**src/rtl/mem_arbiter_if.sv**
```systemverilog
// Bus bundle for mem_arbiter: fetch port, data port and the unified memory port.
// The slave modport is the arbiter's view; master is the requester/memory side.
interface mem_arbiter_if #(
    parameter int XLEN = 32
);
    logic            if_req_i;
    logic [XLEN-1:0] if_addr_i;
    logic            if_gnt_o;
    logic            if_rvalid_o;
    logic [XLEN-1:0] if_rdata_o;

    logic            d_req_i;
    logic            d_we_i;
    logic [XLEN-1:0] d_addr_i;
    logic [XLEN-1:0] d_wdata_i;
    logic            d_gnt_o;
    logic            d_rvalid_o;
    logic [XLEN-1:0] d_rdata_o;

    logic [XLEN-1:0] mem_addr_o;
    logic [XLEN-1:0] mem_wdata_o;
    logic            mem_we_o;
    logic [XLEN-1:0] mem_rdata_i;

    modport slave (
        input  if_req_i, if_addr_i,
        output if_gnt_o, if_rvalid_o, if_rdata_o,
        input  d_req_i, d_we_i, d_addr_i, d_wdata_i,
        output d_gnt_o, d_rvalid_o, d_rdata_o,
        output mem_addr_o, mem_wdata_o, mem_we_o,
        input  mem_rdata_i
    );

    modport master (
        output if_req_i, if_addr_i,
        input  if_gnt_o, if_rvalid_o, if_rdata_o,
        output d_req_i, d_we_i, d_addr_i, d_wdata_i,
        input  d_gnt_o, d_rvalid_o, d_rdata_o,
        input  mem_addr_o, mem_wdata_o, mem_we_o,
        output mem_rdata_i
    );
endinterface

```
**src/rtl/mem_arbiter.sv**
```systemverilog
// Two-port (fetch/data) arbiter onto a single synchronous-read memory.
// Define MEM_ARB_ROUND_ROBIN_EN for alternating arbitration; otherwise data has fixed priority.
module mem_arbiter #(
    parameter int XLEN = 32
) (
    input  logic          clk_i,
    input  logic          rstn_i,
    mem_arbiter_if.slave  bus
);

    localparam logic [XLEN-1:0] ZERO = '0;

    typedef enum logic {
        IDLE = 1'b0,
        RESP = 1'b1
    } state_t;

    state_t state;
    state_t state_next;
    logic   last_gnt;
    logic   owner;
    logic   pick_data;
    logic   grant;

`ifdef MEM_ARB_ROUND_ROBIN_EN
    // On a tie the port that did not win last time takes the grant.
    assign pick_data = bus.d_req_i && (!bus.if_req_i || !last_gnt);
`else
    assign pick_data = bus.d_req_i;
`endif

    always_ff @(posedge clk_i or negedge rstn_i) begin
        if (!rstn_i) begin
            state    <= IDLE;
            last_gnt <= 1'b0;
            owner    <= 1'b0;
        end else begin
            state <= state_next;
            if (grant) begin
                last_gnt <= pick_data;
                owner    <= pick_data;
            end else begin
                last_gnt <= last_gnt;
                owner    <= owner;
            end
        end
    end

    // Outputs are forced quiet while reset is held, even if requests are present.
    always_comb begin
        state_next      = state;
        grant           = 1'b0;
        bus.if_gnt_o    = 1'b0;
        bus.if_rvalid_o = 1'b0;
        bus.if_rdata_o  = ZERO;
        bus.d_gnt_o     = 1'b0;
        bus.d_rvalid_o  = 1'b0;
        bus.d_rdata_o   = ZERO;
        bus.mem_addr_o  = ZERO;
        bus.mem_wdata_o = ZERO;
        bus.mem_we_o    = 1'b0;

        if (rstn_i) begin
            case (state)
                IDLE: begin
                    if (bus.if_req_i || bus.d_req_i) begin
                        grant = 1'b1;
                        if (pick_data) begin
                            bus.d_gnt_o     = 1'b1;
                            bus.mem_addr_o  = bus.d_addr_i;
                            bus.mem_wdata_o = bus.d_wdata_i;
                            bus.mem_we_o    = bus.d_we_i;
                            if (!bus.d_we_i) begin
                                state_next = RESP;
                            end
                        end else begin
                            bus.if_gnt_o   = 1'b1;
                            bus.mem_addr_o = bus.if_addr_i;
                            state_next     = RESP;
                        end
                    end
                end
                RESP: begin
                    if (owner) begin
                        bus.d_rvalid_o = 1'b1;
                        bus.d_rdata_o  = bus.mem_rdata_i;
                    end else begin
                        bus.if_rvalid_o = 1'b1;
                        bus.if_rdata_o  = bus.mem_rdata_i;
                    end
                    state_next = IDLE;
                end
                default: state_next = IDLE;
            endcase
        end
    end

endmodule

```
**src/flat_wrapper.sv**
```systemverilog
// flat-port wrapper written by rule: the top's interface ports become plain ports
module mem_arbiter_flat 
#(
    parameter int XLEN = 32
)
  (clk_i, rstn_i, bus_if_req_i, bus_if_addr_i, bus_if_gnt_o, bus_if_rvalid_o, bus_if_rdata_o, bus_d_req_i, bus_d_we_i, bus_d_addr_i, bus_d_wdata_i, bus_d_gnt_o, bus_d_rvalid_o, bus_d_rdata_o, bus_mem_addr_o, bus_mem_wdata_o, bus_mem_we_o, bus_mem_rdata_i);
  mem_arbiter_if #(.XLEN(XLEN)) bus_i ();
  input  logic clk_i;
  input  logic rstn_i;
  input wire logic [$bits(bus_i.if_req_i)-1:0] bus_if_req_i;
  input wire logic [$bits(bus_i.if_addr_i)-1:0] bus_if_addr_i;
  output wire logic [$bits(bus_i.if_gnt_o)-1:0] bus_if_gnt_o;
  output wire logic [$bits(bus_i.if_rvalid_o)-1:0] bus_if_rvalid_o;
  output wire logic [$bits(bus_i.if_rdata_o)-1:0] bus_if_rdata_o;
  input wire logic [$bits(bus_i.d_req_i)-1:0] bus_d_req_i;
  input wire logic [$bits(bus_i.d_we_i)-1:0] bus_d_we_i;
  input wire logic [$bits(bus_i.d_addr_i)-1:0] bus_d_addr_i;
  input wire logic [$bits(bus_i.d_wdata_i)-1:0] bus_d_wdata_i;
  output wire logic [$bits(bus_i.d_gnt_o)-1:0] bus_d_gnt_o;
  output wire logic [$bits(bus_i.d_rvalid_o)-1:0] bus_d_rvalid_o;
  output wire logic [$bits(bus_i.d_rdata_o)-1:0] bus_d_rdata_o;
  output wire logic [$bits(bus_i.mem_addr_o)-1:0] bus_mem_addr_o;
  output wire logic [$bits(bus_i.mem_wdata_o)-1:0] bus_mem_wdata_o;
  output wire logic [$bits(bus_i.mem_we_o)-1:0] bus_mem_we_o;
  input wire logic [$bits(bus_i.mem_rdata_i)-1:0] bus_mem_rdata_i;
  assign bus_i.if_req_i = bus_if_req_i;
  assign bus_i.if_addr_i = bus_if_addr_i;
  assign bus_if_gnt_o = bus_i.if_gnt_o;
  assign bus_if_rvalid_o = bus_i.if_rvalid_o;
  assign bus_if_rdata_o = bus_i.if_rdata_o;
  assign bus_i.d_req_i = bus_d_req_i;
  assign bus_i.d_we_i = bus_d_we_i;
  assign bus_i.d_addr_i = bus_d_addr_i;
  assign bus_i.d_wdata_i = bus_d_wdata_i;
  assign bus_d_gnt_o = bus_i.d_gnt_o;
  assign bus_d_rvalid_o = bus_i.d_rvalid_o;
  assign bus_d_rdata_o = bus_i.d_rdata_o;
  assign bus_mem_addr_o = bus_i.mem_addr_o;
  assign bus_mem_wdata_o = bus_i.mem_wdata_o;
  assign bus_mem_we_o = bus_i.mem_we_o;
  assign bus_i.mem_rdata_i = bus_mem_rdata_i;
  mem_arbiter #(.XLEN(XLEN)) u_core (.clk_i(clk_i), .rstn_i(rstn_i), .bus(bus_i));
endmodule
```
**config.mk**
```make
export PLATFORM = sky130hd
export DESIGN_NAME = mem_arbiter_flat
export DESIGN_NICKNAME = d
export VERILOG_FILES = /design/src/rtl/mem_arbiter_if.sv /design/src/rtl/mem_arbiter.sv /design/src/flat_wrapper.sv
export SDC_FILE = /design/constraint.sdc
export NUM_CORES = 1
export LEC_CHECK = 0
export CAP_MARGIN = 10
export CELL_PAD_IN_SITES_DETAIL_PLACEMENT = 0
export CELL_PAD_IN_SITES_GLOBAL_PLACEMENT = 2
export CORE_MARGIN = 2
export CORE_UTILIZATION = 10
export CTS_CLUSTER_DIAMETER = 60
export DETAILED_ROUTE_END_ITERATION = 10
export PLACE_DENSITY_LB_ADDON = 0.12
export SYNTH_ARGS = -nofsm -noshare
export SYNTH_HDL_FRONTEND = slang
export SYNTH_SLANG_ARGS = --single-unit
```
**constraint.sdc**
```tcl
create_clock -name clk_i -period 1.8 [get_ports clk_i]
set_input_delay 0.18 -clock clk_i [delete_from_list [all_inputs] [get_ports clk_i]]
set_output_delay 0.18 -clock clk_i [all_outputs]
set_load 0.01 [all_outputs]
```
# Yosys cells after proc, flatten, opt, wreduce, memory -nomap -nowiden
# Index checks and enable logic that the tools add are counted.
[classes]
muxes = 39
n_bitwise = 1
reduce_logical = 1
[op_table]
columns = ["op", "count"]
rows = [
  ["$mux W32", 14],
  ["$mux W1", 24],
  ["$pmux W1 S2", 1],
  ["$logic_or A1 B1 Y1", 1],
  ["$not A1 Y1", 1],
]
[totals]
ff_bits = 2
in_bits = 133
out_inout_bits = 133
elab_cells = 43

# Logic depth before layout (Yosys ltp)
# Gate-level depths: netlist (run 1).
[depth]
depth_word = 4
depth_mapped = 5
mapped_depth_nobuf = 2

# Least setup slack after synthesis (run 1)
# Ideal clock, no wire load.
[synth_path]
path_type = "register -> output"
from = "register u_core.state"
to = "output bus_if_gnt_o"
arrival_time_ps = 1088
required_ps = 1620
slack_ps = 532
path_stages_with_launch = 5
cell_sequence = "dfrtp_1 > buf_6 > nand2b_1 > buf_6 > nor3b_1"
[synth_via]
elab_chain_cells = 2
[synth_rtl]
columns = ["element", "line_no", "text"]
rows = [
  ["start, declared", "mem_arbiter.sv:18", "state_t state;"],
  ["start signal, assigned", "mem_arbiter.sv:38", "state <= state_next;"],
  ["$mux W1", "mem_arbiter.sv:64", "case (state)"],
  ["$mux W1", "mem_arbiter.sv:63", "if (rstn_i) begin"],
  ["end, declared", "flat_wrapper.sv:12", "output wire logic [$bits(bus_i.if_gnt_o)-1:0] bus_if_gnt_o;"],
]
# No other way between the ends.

# Worst setup path in the final report (run 1)
[layout_path]
from = "register u_core.state"
to = "output bus_d_rdata_o[22]"
[layout_via]
elab_chain_cells = 2
[layout_rtl]
columns = ["element", "line_no", "text"]
rows = [
  ["$mux W32", "mem_arbiter.sv:64", ""],
  ["$mux W32", "mem_arbiter.sv:63", ""],
  ["end, declared", "flat_wrapper.sv:21", "output wire logic [$bits(bus_i.d_rdata_o)-1:0] bus_d_rdata_o;"],
]
# No other way between the ends.

==> flow_summary.toml, run 1 <==
[critical_path]
r2r_end = "u_core.state"
rr_startpoint = "u_core.state"
ff2ff_setup_slack_ns = 0.59
crit_path_top_delay_cell = "clkdlybuf4s50_1"
cp_num_buf_inv = 2
slowest_delay_ns = 0.54
rr_worst_depth = 3
critPathLaunchType = "register"
worstPathRequired_ns = 1.62
cp_max_fo = 16
path_cells = "clkbuf_16 -> nand2_1 -> nor2_1 -> clkdlybuf4s50_1"
crit_type = "register to output port"
cp_top_family = "buffers and inverters"
critical_path_arrival_ns = 1.57
worst_setup_path_end_kind = "output port"

[grt]
grt_max_degree = 44
grt_pass1_vias = 2640
grt_use_total = 0.1099
grt_pass1_wl_mm = 13.38
overflow = 0
antenna_found_initial = 0

[timing]
tns_ns = 0
drv_slew = 0
holdWs_ns = 0.1036
post-route-period-util = 0.9726
tightestPinTransition_ns = 0.2722
hold_violations = 0
finClkSkew_ns = 0.0003880
rsz0062_at_grt = "no"
fmax_mhz = 571.2
relSlewSlack = 0.8185
period_needed_ns = 1.751
finalSetupViolCount = 0

[drt]
vias = 2777
firstDrtPassIters = 4
vias_per_cell = 3.922
wire_per_inst_um = 13.75
ant_nets = 0
drc = 0
drt_iter0_markers = 52
wl_mm = 9.735

[synth]
synth.most_common_cell = "nor2_1"
syn_area_per_cell_um2 = 5.182
synth_nets = 408
yosys-top-cells-area = "nor2_1 (18%), nand3b_1 (17%), nand2_1 (17%), and3_1 (14%), a21oi_1 (11%)"
synth_seq_cells = 2
synthFlopType = "dfrtp_1"
synth_edf_count = 0
netlist_area_mm2 = 0.001425
yosysTopAreaCell = "nor2_1"
ys_top_cells_by_count = "nor2_1 (67), nand2_1 (65), and3_1 (33), nand3b_1 (33), a21oi_1 (31)"
ys_warn_count = 0
synth_top_area_frac = 0.1765
synth_top_family_by_area = "simple AND/OR/NAND/NOR gates"
ys_types = 18
synthXorXnorAreaFrac = 0
netlist_instances = 275
synthArstFlopShare = 1.000
synth-compound-area-share = 0.1299
yosysSeqAreaShare = 0.03512
synth_mux_area_frac = 0
yosys.area_share.simple = 0.7032
synthAdderAreaFrac = 0

[layout]
final_area_mm2 = 0.004305
diodes = 0
postLayoutCoreUtil = 0.3102
syn2layout_area_growth_pct = 202.1
drive_gt1_frac = 0.1117
fillers = 1549
fin_nets = 663
multi_input_area_mm2 = 0.001190
seq_area_um2 = 51.30

[cts]
cts_num_sinks = 2
cts_tree = "yes"
ctsHtreeMaxLevel = 1
clk_pin_slew_ns = 0.03
cts_hold_buf = 0
cts_made_buffers = 3
root_buffer = "clkbuf_16"
cts_buffer_depth = 2
clk_latency_ns = 0.22

[run_status]
outcome = "finished, final reports clean"

[pwr]
cellPowerDensity_mw_per_mm2 = 338.5
p_total_w = 0.001457
ir_drop_mv = 0.3246
power_leakage_nw = 2.600

[placement]
numPortBuffers = 265
hpwlAfterDp_mm = 7.396
gp_congestion = 0.7000
post_dp_cell_area_mm2 = 0.004282

[job]
maxCapViolations = 0

[die]
dieWidth_um = 123.4
rows = 43
core_mm2 = 0.01388
start_util = 0.1027
fp.dieH_um = 123.4
die_area_mm2 = 0.01522
pin_count = 266

[worst_hold_path]
hold_class = "input port to asynchronous set/reset pin"
## metal layers
layer	global-route usage	share of wire	vias up
met2	0.2163	0.52	154
li1	-	-	1408
met1	0.1077	0.34	1209
met4	0.02344	0.0087	0
met5	0	0	-
met3	0.04151	0.13	6
## through the flow
stage          instances  setup WS, ns
6_report             708       0.04934
5_1_grt              708     0.0005950
2_1_floorplan        275        0.5319
3_3_place_gp         701       -0.2330
3_5_place_dp         701       -0.2243
4_1_cts              706      0.001283
## cell families after synthesis
group,count (synthesis)
compound gates,34
flops,2
simple gates,205
buf+inv,34
## flip-flops by register name, indices dropped and copies added, names as in the netlist
register      cells
u_core.state      1
u_core.owner      1
## how the worst max path moves through the flow
stage / startpoint / endpoint / slack, ns / depth (start not counted)
2_1_floorplan: u_core.state / bus_if_gnt_o / 0.53 / 4
3_3_place_gp: rstn_i / bus_mem_we_o / -0.23 / 5
3_5_place_dp: rstn_i / bus_mem_we_o / -0.22 / 5
4_1_cts: u_core.state / bus_mem_we_o / 0.001 / 5
5_1_grt: u_core.state / bus_d_rdata_o[31] / 0.0006 / 4
6_report: u_core.state / bus_d_rdata_o[22] / 0.05 / 4
## cell usage in the layout, fill, tap and decap left out
| cell | count |
|---|---|
| and2_1 | 2 |
| clkdlybuf4s15_1 | 1 |
| o31ai_2 | 1 |
| and3_1 | 33 |
| a22o_1 | 1 |
| nand3b_1 | 33 |
| nor2_1 | 67 |
| inv_1 | 1 |
| buf_4 | 9 |
| nand2b_1 | 2 |
| dlymetal6s2s_1 | 33 |
| a21oi_1 | 31 |
| a21oi_2 | 1 |
| buf_12 | 6 |
| nor2b_4 | 1 |
| clkdlybuf4s50_1 | 134 |
| dlygate4sd2_1 | 64 |
| dfrtp_1 | 1 |
| clkbuf_16 | 5 |
| clkbuf_2 | 31 |
| buf_2 | 2 |
| nor3b_1 | 1 |
| nand2b_2 | 1 |
| dfrtp_2 | 1 |
| bufbuf_16 | 1 |
| nand2_1 | 65 |
## what timing repair did
item | 4_1_cts | 5_1_grt
setup endpoints to repair | 133 | 51
buffers inserted | 0 | 1
gates cloned | 2 | 1
gates resized for setup | 104 | 99
## power by group
group	internal (W)	switching, W	total, W
Combinational	0.000596	0.000463	0.00106
Sequential	0.0000540	0.0000107	0.0000647
Clock	0.000283	0.0000515	0.000334
## layout make-up
type,instances,area share
flip-flops and latches,2,0.01192
repair buffers,283,0.6411
clock buffers,3,0.01744
multi-input cells,239,0.2764
inverters,1,0.0008718
well taps,180,0.05231
Power figures use the tool's default switching activity.
==> run 2, diff against run 1 <==
--- a/config.mk
+++ b/config.mk
@@ -8,7 +8,6 @@
 export CAP_MARGIN = 10
 export CELL_PAD_IN_SITES_DETAIL_PLACEMENT = 0
 export CELL_PAD_IN_SITES_GLOBAL_PLACEMENT = 2
-export CORE_MARGIN = 2
 export CORE_UTILIZATION = 10
 export CTS_CLUSTER_DIAMETER = 60
 export DETAILED_ROUTE_END_ITERATION = 10
==> run 2 against run 1 <==
Net effect:
- flip-flop and latch count unchanged
- count of clock-buffer cells in the layout unchanged
- clock power down 1%
- setup slack better by 0.026 ns
- fmax up 1.5%
- largest cell class unchanged
==> flow_summary.toml, run 2 (synthesis gave the netlist of run 1 again) <==
[pwr]
p_switching_w = 0.0005199
sw_frac_of_total = 0.3561
power_leakage_nw = 2.281
ir_drop_mv = 0.3000
clkPwrFrac = 0.226
p_seq_frac = 0.040
p_int_w = 0.0009400
cellPowerDensity_mw_per_mm2 = 334.1
p_comb_frac = 0.734

[cts]
clk_pin_slew_ns = 0.03
cts_made_buffers = 3
cts_tree = "yes"
ctsHtreeMaxLevel = 1
cts_buffer_depth = 2
root_buffer = "clkbuf_16"
cts_num_sinks = 2
clk_latency_ns = 0.22
postCtsSetupRepairBufs = 0

[critical_path]
path_cells = "buf_4 -> nor2b_4 -> buf_12 -> and3_1 -> dlygate4sd2_1"
cp_num_buf_inv = 3
crit_type = "register to output port"
worstPathRequired_ns = 1.62
critical_path_arrival_ns = 1.54
critPathLaunchType = "register"
cp_top_family = "buffers and inverters"
cp_max_fo = 18
crit_path_top_delay_cell = "dfrtp_1"
slowest_delay_ns = 0.37
worst_setup_path_end_kind = "output port"

[layout]
instances_no_fill = 711
final_area_mm2 = 0.004369
fillers = 1570
diodes = 0
top_regs = "u_core.owner x1, u_core.state x1"
drive_gt1_frac = 0.07533
fin_nets = 666
final_cell_mix = "clkdlybuf4s50_1 (129), dlygate4sd2_1 (96), nor2_1 (67)"
syn2layout_area_growth_pct = 206.6
layout_commonest_cell = "clkdlybuf4s50_1"

[die]
core_mm2 = 0.01388
pin_count = 266
dieWidth_um = 121.4
rows = 43
start_util = 0.1027
fp.dieH_um = 121.4
die_area_mm2 = 0.01473

[timing]
fmax_mhz = 579.8
relSlewSlack = 0.8122
finalSetupViolCount = 0
post-route-period-util = 0.9582
hold_violations = 0
finClkSkew_ns = 0.001824
period_needed_ns = 1.725
drv_slew = 0
tns_ns = 0
rsz0062_at_grt = "no"
tightestPinTransition_ns = 0.2817

[grt]
grt_pass1_vias = 2447
grt_use_total = 0.1114
antenna_found_initial = 0
grt_max_degree = 36
overflow = 0
grt_pass1_wl_mm = 12.97

[drt]
firstDrtPassIters = 4
vias = 2750
vias_per_cell = 3.868
wl_mm = 9.279
drt_iter0_markers = 64
wire_per_inst_um = 13.05
ant_nets = 0
drc = 0

[placement]
hpwlAfterDp_mm = 6.906
post_dp_cell_area_mm2 = 0.004337
gp_congestion = 0.6718
dp_cells = 705
numPortBuffers = 265

[run_status]
outcome = "finished, final reports clean"

[worst_hold_path]
hold_class = "input port to asynchronous set/reset pin"

[job]
maxCapViolations = 0
run 2: cell types whose count changed in the layout (fill, tap and decap cells not counted), moves of 2 or more:
cell             change
dlymetal6s2s_1      -27
buf_4                +2
clkdlybuf4s15_2      +4
clkdlybuf4s50_1      -5
dlygate4sd2_1       +32
clkbuf_2            -24
clkdlybuf4s15_1     +21
run 2: path summary, 6_finish.rpt:
path                       cells past startpoint          from                   to  slack [ns]
max                                            5  u_core.state  bus_mem_wdata_o[10]        0.08
min                                            2        rstn_i         u_core.owner        0.12
max reg2reg                                    4  u_core.state         u_core.owner        0.63
min reg2reg                                    1  u_core.owner         u_core.owner        0.50
max in group asynchronous                      2        rstn_i         u_core.state        1.59
min in group clk_i                             1  u_core.owner         u_core.owner        0.50
run 2: what timing repair did:
item                                    4_1_cts  5_1_grt
endpoints found under the setup margin      133       22
cloned                                        2        1
gates resized for setup                     151       30
hold endpoints to repair                      0        0
hold buffers                                  0        0
run 2: layer usage:
| layer | up-vias | share of wire | wire length (um) | global-route usage |
|---|---|---|---|---|
| li1 | 1414 | - | - | - |
| met1 | 1195 | 0.36 | 3355 | 0.1149 |
| met2 | 139 | 0.53 | 4963 | 0.2209 |
| met3 | 2 | 0.099 | 918 | 0.03289 |
| met4 | 0 | 0.0045 | 42 | 0.01620 |
| met5 | - | 0 | 0 | 0 |
run 2: cell type report:
cell class	instances	area, um^2	share of cell area
Tap cell	180	225.2	0.05155
Clock buffer	3	75.07	0.01718
Inverter	1	3.754	0.0008591
Sequential cell	2	50.05	0.01145
Multi-Input combinational cell	239	1195	0.2735
Timing Repair Buffer	286	2820	0.6455
run 2: power by group through the flow:
| stage | Sequential [W] | Clock, W | Combinational, W |
|---|---|---|---|
| CTS | 0.0000586 | 0.000336 | 0.00108 |
| detailed placement | 0.0000583 | 0 | 0.00114 |
| global placement | 0.0000585 | 0 | 0.00114 |
| finish | 0.0000583 | 0.000329 | 0.00107 |
| global route | 0.0000597 | 0.000343 | 0.00117 |
| floorplan | 0.0000574 | 0 | 0.000437 |
run 2: metrics by stage:
stage	power [W]	utilization	setup WS (ns)	hold slack, ns
2_1_floorplan	0.0004943	-	0.5319	-0.1156
3_3_place_gp	0.001200	0.3124	-0.2224	0.4999
3_5_place_dp	0.001193	0.3124	-0.2145	0.5020
4_1_cts	0.001472	0.3133	-0.06341	0.1162
5_1_grt	0.001569	0.3148	0.0007649	0.1612
6_report	0.001460	0.3148	0.07520	0.1168
==> edit: new RTL, config.mk and constraints of run 2 <==
`XLEN` is set to 32 in 3 places; all go to 24.
--- a/src/rtl/mem_arbiter_if.sv
+++ b/src/rtl/mem_arbiter_if.sv
@@ -1,7 +1,7 @@
 // Bus bundle for mem_arbiter: fetch port, data port and the unified memory port.
 // The slave modport is the arbiter's view; master is the requester/memory side.
 interface mem_arbiter_if #(
-    parameter int XLEN = 32
+    parameter int XLEN = 24
 );
     logic            if_req_i;
     logic [XLEN-1:0] if_addr_i;
--- a/src/rtl/mem_arbiter.sv
+++ b/src/rtl/mem_arbiter.sv
@@ -1,7 +1,7 @@
 // Two-port (fetch/data) arbiter onto a single synchronous-read memory.
 // Define MEM_ARB_ROUND_ROBIN_EN for alternating arbitration; otherwise data has fixed priority.
 module mem_arbiter #(
-    parameter int XLEN = 32
+    parameter int XLEN = 24
 ) (
     input  logic          clk_i,
     input  logic          rstn_i,
--- a/src/flat_wrapper.sv
+++ b/src/flat_wrapper.sv
@@ -1,7 +1,7 @@
 // flat-port wrapper written by rule: the top's interface ports become plain ports
 module mem_arbiter_flat 
 #(
-    parameter int XLEN = 32
+    parameter int XLEN = 24
 )
   (clk_i, rstn_i, bus_if_req_i, bus_if_addr_i, bus_if_gnt_o, bus_if_rvalid_o, bus_if_rdata_o, bus_d_req_i, bus_d_we_i, bus_d_addr_i, bus_d_wdata_i, bus_d_gnt_o, bus_d_rvalid_o, bus_d_rdata_o, bus_mem_addr_o, bus_mem_wdata_o, bus_mem_we_o, bus_mem_rdata_i);
   mem_arbiter_if #(.XLEN(XLEN)) bus_i ();
Interface: changed (8 resized); port bits go from 266 to 202. No check against the original RTL was run, so the function may have changed too.
==> edit against run 2 <==
Worst hold slack gained 300 ps. Global-route usage shrank 0.64 points. Routed wire length shrank 31%. Final area shrank 26%. Clock skew shrank 1.0 ps. Worst setup slack gained 54 ps. Critical path depth is the same. Sequential cell count is the same. Cell count shrank 24%. Power shrank 31%. Critical path type is now in -> out. Synthesized area shrank 23%. Largest cell class unchanged.
==> edit: results (changes against run 2) <==
Route:
- The average detailed-routed wire length per instance is 11.9 um (was 13.1 um).
- The violation count after the first detailed-routing iteration is 144 (was 64).
- The total via count after detailed routing is 2106 (was 2750).

Finish:
- The number of nets in the finished design is 508 (was 666).
- The combined area of the multi-input logic cells is 908 um2 (was 1190 um2).
- The share of the final layout cell area in sequential cells is 1.54% (was 1.15%).
- The number of buffers other than clock buffers in the final layout came to 216 (was 286).
- The multi-input combinational cell count was 183 (was 239).
- The layout filler cell count came to 1216 (was 1570).
- The layout buffering overhead excluding clock cells came to 63.9% (was 64.5%).

Placement:
- The post-placement cell count is 537 (was 705).
- The routability-driven placement congestion ratio is 0.703 (was 0.672).
- The count of input and output buffers came to 201 (was 265).

Critical path:
- The type of the worst setup path is in -> out (was reg -> out).
- The path depth of the worst reg2reg path is 3 (was 4).
- The end of the critical path was bus_mem_wdata_o[6] (was bus_mem_wdata_o[10]).
- The maximum fanout count along the critical path is 26 (was 18).
- The start point of the critical path is rstn_i (was u_core.state).
- The setup slack on the worst flop-to-flop path is 690 ps (was 630 ps).
- The master of the slowest instance on the critical path was clkdlybuf4s50_1 (was dfrtp_1).

Clock tree:
- The clock tree root driver cell is clkbuf_8 (was clkbuf_16).
- The quantity of gates resized following cts is 102 (was 151).

Yosys:
- The synthesized area divided by synthesized cell count is 5.20 um2 (was 5.18 um2).
- Leading cell types by count after synthesis: nor2_1, nand2_1, and3_1, nand3b_1, a21oi_1 (unchanged).
- The distinct cell type count of the synthesized netlist is 17 (was 18).
- The synthesized net count is 311 (was 408).

Global route:
- The largest net degree at the start of global routing is 49 (was 36).
- The wire length of the first global-routing pass is 9710 um (was 13000 um).
- The global routing usage summed across all routing layers is 10.5% (was 11.1%).

Status:
- Result of the run: complete, no violations (unchanged).

Power:
- The leakage power came to 0.00174 uW (was 0.00228 uW).

Timing:
- The worst clock skew was 0.806 ps (was 1.82 ps).
- The slew at the pin closest to its max-slew limit is 239 ps (was 282 ps).
-- edit: cells by family (layout without fill, tap and decap cells) --
family	Yosys count	count (layout)	share of synthesized area, %
compound gates	26	26	12.5
simple gates	157	157	70.7
flops	2	2	4.58
buf+inv	25	220	12.3
-- edit: per-stage QoR --
step,cell area (um2),utilization (%),hold slack [ps],worst slack [ps]
after floorplan,1090,-,-116,600
after global placement,3310,31.6,499,-140
after detailed placement,3310,31.6,510,-150
after CTS,3250,31.1,421,116
after global routing,3250,31.1,465,9.51
final,3250,31.1,421,129
-- edit: metal layers --
metal  track usage (%)  vias up  share of wire, %
li1                  -     1076                 -
met1              12.3      895                41
met2              18.4      135                45
met3              4.66        0                14
met4             0.587        0                 0
met5                 0        -                 0
-- edit: power by group --
part | internal, uW | leakage, uW | switching (uW)
logic | 436 | 0.00170 | 336
registers | 53.5 | 0.0000240 | 7.84
clock network | 141 | 0.0000216 | 30.4
